**config.mk**
```make
export PLATFORM = sky130hd
export DESIGN_NAME = inst_fetch_flat
export DESIGN_NICKNAME = d
export VERILOG_FILES = /design/src/rtl/inst_fetch_if.sv /design/src/rtl/inst_fetch.sv /design/src/flat_wrapper.sv
export SDC_FILE = /design/constraint.sdc
export NUM_CORES = 1
export LEC_CHECK = 0
export CAP_MARGIN = 20
export CELL_PAD_IN_SITES_DETAIL_PLACEMENT = 1
export CELL_PAD_IN_SITES_GLOBAL_PLACEMENT = 1
export CORE_MARGIN = 2
export CORE_UTILIZATION = 37
export DETAILED_ROUTE_END_ITERATION = 8
export GPL_TIMING_DRIVEN = 0
export PLACE_DENSITY_LB_ADDON = 0.1
export SYNTH_ARGS = -nofsm -noshare
export SYNTH_HDL_FRONTEND = slang
export SYNTH_SLANG_ARGS = --single-unit
```
**constraint.sdc**
```tcl
create_clock -name clk -period 7.3 [get_ports clk]
set_clock_uncertainty 0.2 [all_clocks]
set_input_delay 1.46 -clock clk [delete_from_list [all_inputs] [get_ports clk]]
set_output_delay 1.46 -clock clk [all_outputs]
set_load 0.1 [all_outputs]
```
**src/rtl/inst_fetch_if.sv**
```systemverilog
// Instruction-memory read bus between the fetch stage (master) and memory (slave).
// A request holds req/addr steady until the memory answers with ack and rdata.
interface inst_fetch_if;
  logic        req;
  logic [31:0] addr;
  logic        ack;
  logic [31:0] rdata;

  modport master (output req, addr, input ack, rdata);
  modport slave  (input req, addr, output ack, rdata);
endinterface

```
**src/rtl/inst_fetch.sv**
```systemverilog
// Instruction fetch stage: fetches one word, holds it until retired, then steers PC.
// Define IF_TIMEOUT_EN to build the fetch wait counter and sticky ERR state.
module inst_fetch #(
  parameter logic [31:0] RESET_PC = 32'h0000_0000,
  parameter int          TIMEOUT  = 16
) (
  input  logic               clk,
  input  logic               rst_n,
  inst_fetch_if.master       imem,
  output logic [31:0]        inst,
  output logic [5:0]         inst_31_26,
  output logic               inst_valid,
  input  logic               inst_ready,
  input  logic               branch,
  input  logic               branch_not_equal,
  input  logic               jump,
  input  logic               zero,
  output logic [31:0]        pc_out,
  output logic [31:0]        pc_plus4,
  output logic               fetch_err
);

  if (TIMEOUT < 1) begin : g_bad_timeout
    $error("inst_fetch: TIMEOUT must be at least 1");
  end

`ifdef IF_TIMEOUT_EN
  typedef enum logic [1:0] {IDLE, FETCH, HOLD, ERR} state_t;
`else
  typedef enum logic [1:0] {IDLE, FETCH, HOLD} state_t;
`endif

  state_t      state, state_next;
  logic [31:0] pc;
  logic [31:0] next_pc;
  logic [31:0] branch_off;
  logic        take_branch;

`ifdef IF_TIMEOUT_EN
  localparam int CW = $clog2(TIMEOUT + 1);
  logic [CW-1:0] wait_cnt;
  logic          timed_out;

  // The last unacknowledged cycle is the TIMEOUT-th one spent in FETCH.
  assign timed_out = (wait_cnt == CW'(TIMEOUT - 1));
`endif

  // Branch/jump controls belong to the held instruction, so next_pc is only
  // consumed on the HOLD cycle that retires it.
  assign branch_off  = {{14{inst[15]}}, inst[15:0], 2'b00};
  assign take_branch = (branch & zero) | (branch_not_equal & ~zero);

  always_comb begin
    if (jump)             next_pc = {pc_plus4[31:28], inst[25:0], 2'b00};
    else if (take_branch) next_pc = pc_plus4 + branch_off;
    else                  next_pc = pc_plus4;
  end

  always_comb begin
    // NOTE: assign the default before the case so no path leaves state_next unassigned (latch).
    state_next = state;
    case (state)
      IDLE:  state_next = FETCH;
      FETCH: begin
        if (imem.ack)       state_next = HOLD;
`ifdef IF_TIMEOUT_EN
        else if (timed_out) state_next = ERR;
`endif
      end
      HOLD:    if (inst_ready) state_next = FETCH;
      default: state_next = state;
    endcase
  end

  // NOTE: sequential state uses non-blocking assignments so every register samples pre-edge values.
  always_ff @(posedge clk or negedge rst_n) begin
    if (!rst_n) state <= IDLE;
    else        state <= state_next;
  end

  always_ff @(posedge clk or negedge rst_n) begin
    if (!rst_n) begin
      pc         <= RESET_PC;
      inst       <= '0;
      inst_valid <= 1'b0;
    end else begin
      if (state == FETCH && imem.ack) begin
        inst       <= imem.rdata;
        inst_valid <= 1'b1;
      end
      if (state == HOLD && inst_ready) begin
        pc         <= next_pc;
        inst_valid <= 1'b0;
      end
    end
  end

`ifdef IF_TIMEOUT_EN
  // Held at zero outside FETCH, so every new request starts a fresh count.
  always_ff @(posedge clk or negedge rst_n) begin
    if (!rst_n)               wait_cnt <= '0;
    else if (state != FETCH)  wait_cnt <= '0;
    else if (!imem.ack)       wait_cnt <= wait_cnt + 1'b1;
  end

  assign fetch_err = (state == ERR);
`else
  assign fetch_err = 1'b0;
`endif

  // Request is decoded from state, so an asynchronous reset drops it at once.
  assign imem.req   = (state == FETCH);
  assign imem.addr  = pc;
  assign pc_out     = pc;
  assign pc_plus4   = pc + 32'd4;
  assign inst_31_26 = inst[31:26];

endmodule

```
**src/flat_wrapper.sv**
```systemverilog
// flat-port wrapper written by rule: the top's interface ports become plain ports
module inst_fetch_flat 
#(
  parameter logic [31:0] RESET_PC = 32'h0000_0000,
  parameter int          TIMEOUT  = 16
)
  (clk, rst_n, inst, inst_31_26, inst_valid, inst_ready, branch, branch_not_equal, jump, zero, pc_out, pc_plus4, fetch_err, imem_req, imem_addr, imem_ack, imem_rdata);
  inst_fetch_if imem_i ();
  input  logic clk;
  input  logic rst_n;
  output logic [31:0] inst;
  output logic [5:0] inst_31_26;
  output logic inst_valid;
  input  logic inst_ready;
  input  logic branch;
  input  logic branch_not_equal;
  input  logic jump;
  input  logic zero;
  output logic [31:0] pc_out;
  output logic [31:0] pc_plus4;
  output logic fetch_err;
  output wire logic [$bits(imem_i.req)-1:0] imem_req;
  output wire logic [$bits(imem_i.addr)-1:0] imem_addr;
  input wire logic [$bits(imem_i.ack)-1:0] imem_ack;
  input wire logic [$bits(imem_i.rdata)-1:0] imem_rdata;
  assign imem_req = imem_i.req;
  assign imem_addr = imem_i.addr;
  assign imem_i.ack = imem_ack;
  assign imem_i.rdata = imem_rdata;
  inst_fetch #(.RESET_PC(RESET_PC), .TIMEOUT(TIMEOUT)) u_core (.clk(clk), .rst_n(rst_n), .imem(imem_i), .inst(inst), .inst_31_26(inst_31_26), .inst_valid(inst_valid), .inst_ready(inst_ready), .branch(branch), .branch_not_equal(branch_not_equal), .jump(jump), .zero(zero), .pc_out(pc_out), .pc_plus4(pc_plus4), .fetch_err(fetch_err));
endmodule
```
# Yosys cells after proc, flatten, opt, wreduce, memory -nomap -nowiden
# Index checks and enable logic that the tools add are counted.
# classes
addsub	2
eq_ne	4
reduce_logical	6
n_bitwise	4
muxes	7
# ops
operator	count
32-bit 2-to-1 mux	2
32-bit by 3-bit adder with 32-bit output, second input constant	1
32-bit adder	1
2-bit one-hot mux with 3 select lines	1
2-bit 2-to-1 mux	2
3-bit AND reduction	1
3-bit nonzero test	1
1-bit bitwise AND	2
2-bit by 1-bit == test with 1-bit output, second input constant	1
2-bit == test, second input constant	1
1-bit logical AND	2
2-bit logical NOT	1
1-bit 2-to-1 mux	2
2-bit by 1-bit != test with 1-bit output, second input constant	1
2-bit != test, second input constant	1
2-bit nonzero test	1
1-bit NOT	1
1-bit bitwise OR	1
# totals
output_inout_bits	137
regBits	67
inputBits	40

# Depth between registers and ports, before layout
# Gate-level depths: netlist of run 1.
# depth
depth_word	5
depth_mapped	18
depth_no_buf	18

# Worst setup path before layout of run 1
# OpenSTA, ideal clock, no wires.
# synth_path
path_kind	reg2reg
from	register u_core.pc[2] (netlist: u_core.imem.addr[2])
to	register u_core.pc[27] (netlist: u_core.imem.addr[27])
arrival_ns	6.047
stages_incl_launch_ff	19
setup_ns	0.126
path_slack_ns	0.927
synth_period_minus_slack_ns	6.373
path_buffers	0
path_cell_list	dfrtp_1 ha_1 and3_1 nand2_1 nor2_1 and2_1 and2_1 nand2_1 xnor2_1 ha_1 a21o_1 o21bai_1 or2_2 o22ai_1 o31ai_4 a21oi_1 xnor2_1 mux2_2 a221o_1
# synth_between
elab_chain_cells	4
# synth_lines
item	line	text
start, declared	inst_fetch.sv:34	logic [31:0] pc;
start signal, assigned	inst_fetch.sv:92	pc <= next_pc;
32-bit by 3-bit adder with 32-bit output	inst_fetch.sv:115	assign pc_plus4 = pc + 32'd4;
net pc_plus4[22]	flat_wrapper.sv:20	output logic [31:0] pc_plus4;
32-bit adder	inst_fetch.sv:55	else if (take_branch) next_pc = pc_plus4 + branch_off;
32-bit 2-to-1 mux	inst_fetch.sv:55	
32-bit 2-to-1 mux	inst_fetch.sv:54	if (jump) next_pc = {pc_plus4[31:28], inst[25:0], 2'b00};
# The timed path passes the listed nets, and every way through them passes these cells.
# A chain may end at the register's enable or synchronous reset.

# Worst setup path after layout of run 1
# layout_path
from	register u_core.pc[2] (netlist: u_core.imem.addr[2])
to	output port pc_plus4[30]
# layout_between
elab_chain_cells	1
# layout_lines
item	line
32-bit by 3-bit adder with 32-bit output	inst_fetch.sv:115
end, declared	flat_wrapper.sv:20
# Every way passes these cells.

==> flow_summary.toml, run 1 <==
[run_status]
status = "completed"

[critical_path]
slowest_stage = "clkdlybuf4s50_1"
path_class = "reg2out"
slowest_delay_ps = 1210
cp_common_cell = "and2_1"
crit_path_max_fanout = 6
rrSetupSlack_ps = 2320
path_buf_inv = 1
required_ps = 5640
critical_path.cell_chain = "ha_1 > and3_1 > nand2_1 > nor2_1 > and2_1 > and2_1 > and4_1 > nand3_1 > xnor2_1 > clkdlybuf4s50_1"
cp-end-kind = "output port"
start_kind = "flop"
rr_startpoint = "u_core.imem.addr[2]"
cp-startpoint = "u_core.imem.addr[2]"
crit_family = "simple AND/OR/NAND/NOR gates"
worstPathArrival_ps = 4150

[place]
portBuffers = 168
dpl.hpwl_mm = 14.8
gp_congestion = 0.931
dp_cells = 959

[synthesis]
netlist_top_cells_area = "dfrtp_1, ha_1, mux2_2"
synth-seq-cells = 65
synth_common_cells = "dfrtp_1, nand2_1, buf_4, nor2_1, o21ai_0"
synth_top_area_share_pct = 30.3
synth_cell_types = 67
synthCells = 601
syn_area_per_cell_sq_um = 8.93
synth_enable_flop_cells = 0
yosysWarningCount = 0
synth_most_common_cell = "dfrtp_1"
ys_seq_area_share_pct = 30.3
synth_top_cell_by_area = "dfrtp_1"
async_flop_share_pct = 100
synth_area_sq_um = 5370
synthFlopType = "dfrtp_1"

[sta]
max_slew_margin_pct = 29.8
rsz0062_at_grt = "no"
period_minus_slack_ps = 5810
hold_violations = 0
worst_slew_pin_slew_ps = 1050
setup_tns_ps = 0
timing.hold.ws_ps = 294
fmax_mhz = 172
setup_viol = 0
fin_crit_sh_pct = 79.6
drv_slew = 0

[clock_tree]
cts_resized = 0
cts_buffer_depth = 2
htree_num_levels = 3
cts_tree = "done"
clk_pin_slew_worst_paths_ps = 60
cts-root-buf = "clkbuf_16"
clk_latency_ps = 340
cts_buffers = 9
cts-hold-fix-buffers = 0
clkSinkCount = 65
cts_setup_buffers = 0

[layout]
final_layout_size_suffix_gt1_share_pct = 14.4
regArea_sq_um = 1630
final_nets = 863
instances_no_fill = 975
antenna_cells = 0
fillers = 1677
multi_input_area_sq_um = 3290
syn_to_final_growth_pct = 42.8

[global_routing]
grt_max_degree = 66
antenna_found_initial = 0
grt_pass1_wl_mm = 31.0
track_usage_pct = 25.2
grt_pass1_vias = 5623
overflow = 0

[drt]
drt-wirelength-per-cell_um = 19.9
drt-vias-per-instance = 5.44
drtAntennaViolNets = 0
finalWirelength_mm = 19.4
dr.pass1.iters = 4
drc_errors = 0
dr_total_vias = 5308
drt_iter0_drc = 201

[die]
die_x_um = 124
die_y_um = 124
core_area_sq_um = 14400
initial_core_util_pct = 37.4
die-area_sq_um = 15500
row_count = 44
io_pins = 177

[hold_path]
hold_class = "reg2reg"
hp-start = "u_core.inst_valid"

[flow_run]
max_cap_viol_count = 0
[path summary, 6_finish.rpt]
check,end,cells past startpoint
min in group asynchronous,u_core.imem.addr[9],1
max in group asynchronous,u_core.inst[26],1
hold reg to reg,u_core.inst_valid,2
hold / removal,u_core.inst_valid,2
setup reg to reg,u_core.imem.addr[27],18
setup / recovery,pc_plus4[30],10
[cell usage in the layout, fill, tap and decap left out, types with 20 or more instances in the layout]
cell type          n
xor2_1            21
dfrtp_1           65
xnor2_1           29
ha_1              36
clkdlybuf4s50_1  167
nand2_1           62
nor2_1            43
buf_4             44
nand3_1           20
o21ai_0           39
mux2_2            34
a21oi_1           35
[state kept, by name, summed over array words and instances, names as in the netlist]
| signal | flops |
|---|---|
| u_core.inst | 32 |
| u_core.imem.addr | 30 |
| u_core.inst_valid | 1 |
| u_core.state | 2 |
[area by class of cell]
type / count / area share [%]
Multi-Input combinational cell: 472 / 42.9
Sequential cell: 65 / 21.2
Buffer: 64 / 5.86
Timing Repair Buffer: 168 / 21.9
Inverter: 6 / 0.294
Tap cell: 184 / 3.00
Clock inverter: 7 / 1.86
Clock buffer: 9 / 2.94
[per-layer routing]
metal | vias up | wire length (um) | global-route usage, %
li1 | 2492 | - | -
met1 | 2668 | 8550 | 32.2
met2 | 128 | 9750 | 43.7
met3 | 20 | 810 | 4.12
met4 | 0 | 292 | 7.40
met5 | - | 0 | 0
[stage by stage]
step	setup WS [ps]	cell area (sq um)	util, %
2_1_floorplan	927	5390	-
3_3_place_gp	1860	7300	50.8
3_5_place_dp	1860	7300	50.8
4_1_cts	1460	7670	53.4
5_1_grt	1230	7670	53.4
6_report	1490	7670	53.4
[worst reg2reg max path: stages (launching register included)]
cell and delay, ps:
dfrtp_1 440, ha_1 270, and3_1 230, nand2_1 100, nor2_1 290, and2_1 270, and2_1 220, nand2_1 80
xnor2_1 320, ha_1 380, a21o_1 230, o21bai_1 180, or2_2 340, o22ai_1 350, o31ai_4 110, a21oi_1 190
xnor2_1 110, mux2_2 280, a221o_1 280
[cells by family after synthesis]
kind of cell	count (synthesis)	synth area share, %
buffers and inverters	70	8.79
adders and majority gates	37	8.76
xor gates and xnor gates	51	8.46
muxes	38	7.88
DFF	65	30.3
other	1	0.0699
and+or+nand+nor	180	15.8
AOI/OAI and AO/OA	159	20.0
Power of run 1 is not shown: default switching activity piles up to over one toggle a cycle in this logic, so the estimate is an artifact.
==> run 2, diff against run 1 <==
Settings changed: CORE_UTILIZATION 37 to 35.
Clock period 7.3 ns to 5.61 ns, I/O delays scaled along.
==> flow_summary.toml, run 2 (synthesis gave the netlist of run 1 again) <==
[run_status]
status = "completed"

[die]
initial_core_util_pct = 35.6
io_pins = 177
die_y_um = 128
die_x_um = 128
row_count = 45
die-area_sq_um = 16300
core_area_sq_um = 15100

[layout]
antenna_cells = 0
final_layout_size_suffix_gt1_share_pct = 17.3
syn_to_final_growth_pct = 44.8
utilization_pct = 51.5
final_cell_mix = "clkdlybuf4s50_1, dfrtp_1, nand2_1"
largest_reg_flops = 32
final_nets = 863
layout_commonest_cell = "clkdlybuf4s50_1"
regMostFlops = "u_core.inst"

[sta]
fmax_mhz = 191
setup_viol = 0
setup_tns_ps = 0
max_slew_margin_pct = 30.7
drv_slew = 0
fin_crit_sh_pct = 93.2
setup_ws_ps = 381
rsz0062_at_grt = "no"
hold_violations = 0
period_minus_slack_ps = 5230
worst_slew_pin_slew_ps = 1040

[critical_path]
start_kind = "flop"
critical_path.cell_chain = "and3_1 > and3_1 > and2b_1 > nand3_1 > nor2_1 > xnor2_1 > clkdlybuf4s50_1"
cp_common_cell = "and3_1"
required_ps = 4290
crit_path_max_fanout = 8
path_class = "reg2out"
rr_startpoint = "u_core.imem.addr[2]"
rrSetupSlack_ps = 660
slowest_stage = "clkdlybuf4s50_1"
r2r-end = "u_core.imem.addr[27]"
worstPathArrival_ps = 3910
ff2ff_path_depth = 18
slowest_delay_ps = 1200
cp-end-kind = "output port"

[drt]
drt_iter0_drc = 173
drt-vias-per-instance = 5.36
drtAntennaViolNets = 0
dr_total_vias = 5247
dr.pass1.iters = 4
finalWirelength_mm = 19.5
drt-wirelength-per-cell_um = 19.9
drc_errors = 0

[clock_tree]
cts-root-buf = "clkbuf_16"
cts_resized = 0
htree_num_levels = 3
cts_tree = "done"
cts-hold-fix-buffers = 0
cts_buffer_depth = 2
cts_buffers = 9
cts_setup_buffers = 0
clkSinkCount = 65
clk_latency_ps = 340
clk_pin_slew_worst_paths_ps = 60

[hold_path]
hp-start = "u_core.inst_valid"
hold_class = "reg2reg"
holdPathStages = 2
holdPathEnd = "u_core.inst_valid"

[global_routing]
grt_pass1_vias = 5645
grt_pass1_wl_mm = 31.2
overflow = 0
track_usage_pct = 24.5
grt_max_degree = 66
antenna_found_initial = 0

[place]
dpl.hpwl_mm = 15.1
portBuffers = 168
dpl_worst_slack_ps = 527
gp_congestion = 0.886

[flow_run]
max_cap_viol_count = 0
## run 2: cell count changes in the layout (fill, tap and decap cells not counted), moves of 3 or more
| cell | change |
|---|---|
| bufinv_16 | -4 |
| clkdlybuf4s50_1 | -4 |
| clkinv_2 | +3 |
| dlymetal6s2s_1 | +4 |
| xnor2_1 | -14 |
| xnor2_2 | +13 |
| xor2_1 | -10 |
| xor2_2 | +10 |
## run 2: final cells by class
cell class                 instances  area [sq um]
inverter                           6          22.5
buffer                            64           449
sequential                        65          1630
clock inverter                     6          35.0
fill                            1776          7320
multi-input combinational        472          3480
tap                              188           235
clock buffer                      10           229
timing repair buffer             168          1690
## run 2: worst max-delay path by stage
stage,from,end,slack (ps)
CTS,u_core.imem.addr[2],pc_plus4[30],120
global route,u_core.imem.addr[4],pc_plus4[25],170
detailed placement,u_core.imem.addr[2],pc_plus4[30],530
global placement,u_core.imem.addr[4],pc_plus4[29],550
finish,u_core.imem.addr[4],pc_plus4[25],380
floorplan,u_core.imem.addr[2],u_core.imem.addr[27],5
## run 2: worst max-delay path, delay by kind of cell, from the launching register on
| family | cells | cell delay [ps] |
|---|---|---|
| buffers and inverters | 1 | 1200 |
| xor gates and xnor gates | 1 | 260 |
| DFF | 1 | 530 |
| and+or+nand+nor | 5 | 1570 |
## run 2: stage by stage
stage          cells  cell area [sq um]  hold slack (ps)
6_report         979               7770              277
2_1_floorplan    607               5580              305
4_1_cts          979               7760              283
3_3_place_gp     963               7500              262
5_1_grt          979               7770              320
3_5_place_dp     963               7500              268
## run 2: metal layers
metal  up-vias  global-route usage [%]  wire, um
met5         -                       0         0
met4         0                    7.30       257
met3        17                    2.80       746
met2       124                    42.5      9840
met1      2621                    32.3      8660
li1       2485                       -         -
Power of run 2 is left out for the same reason.
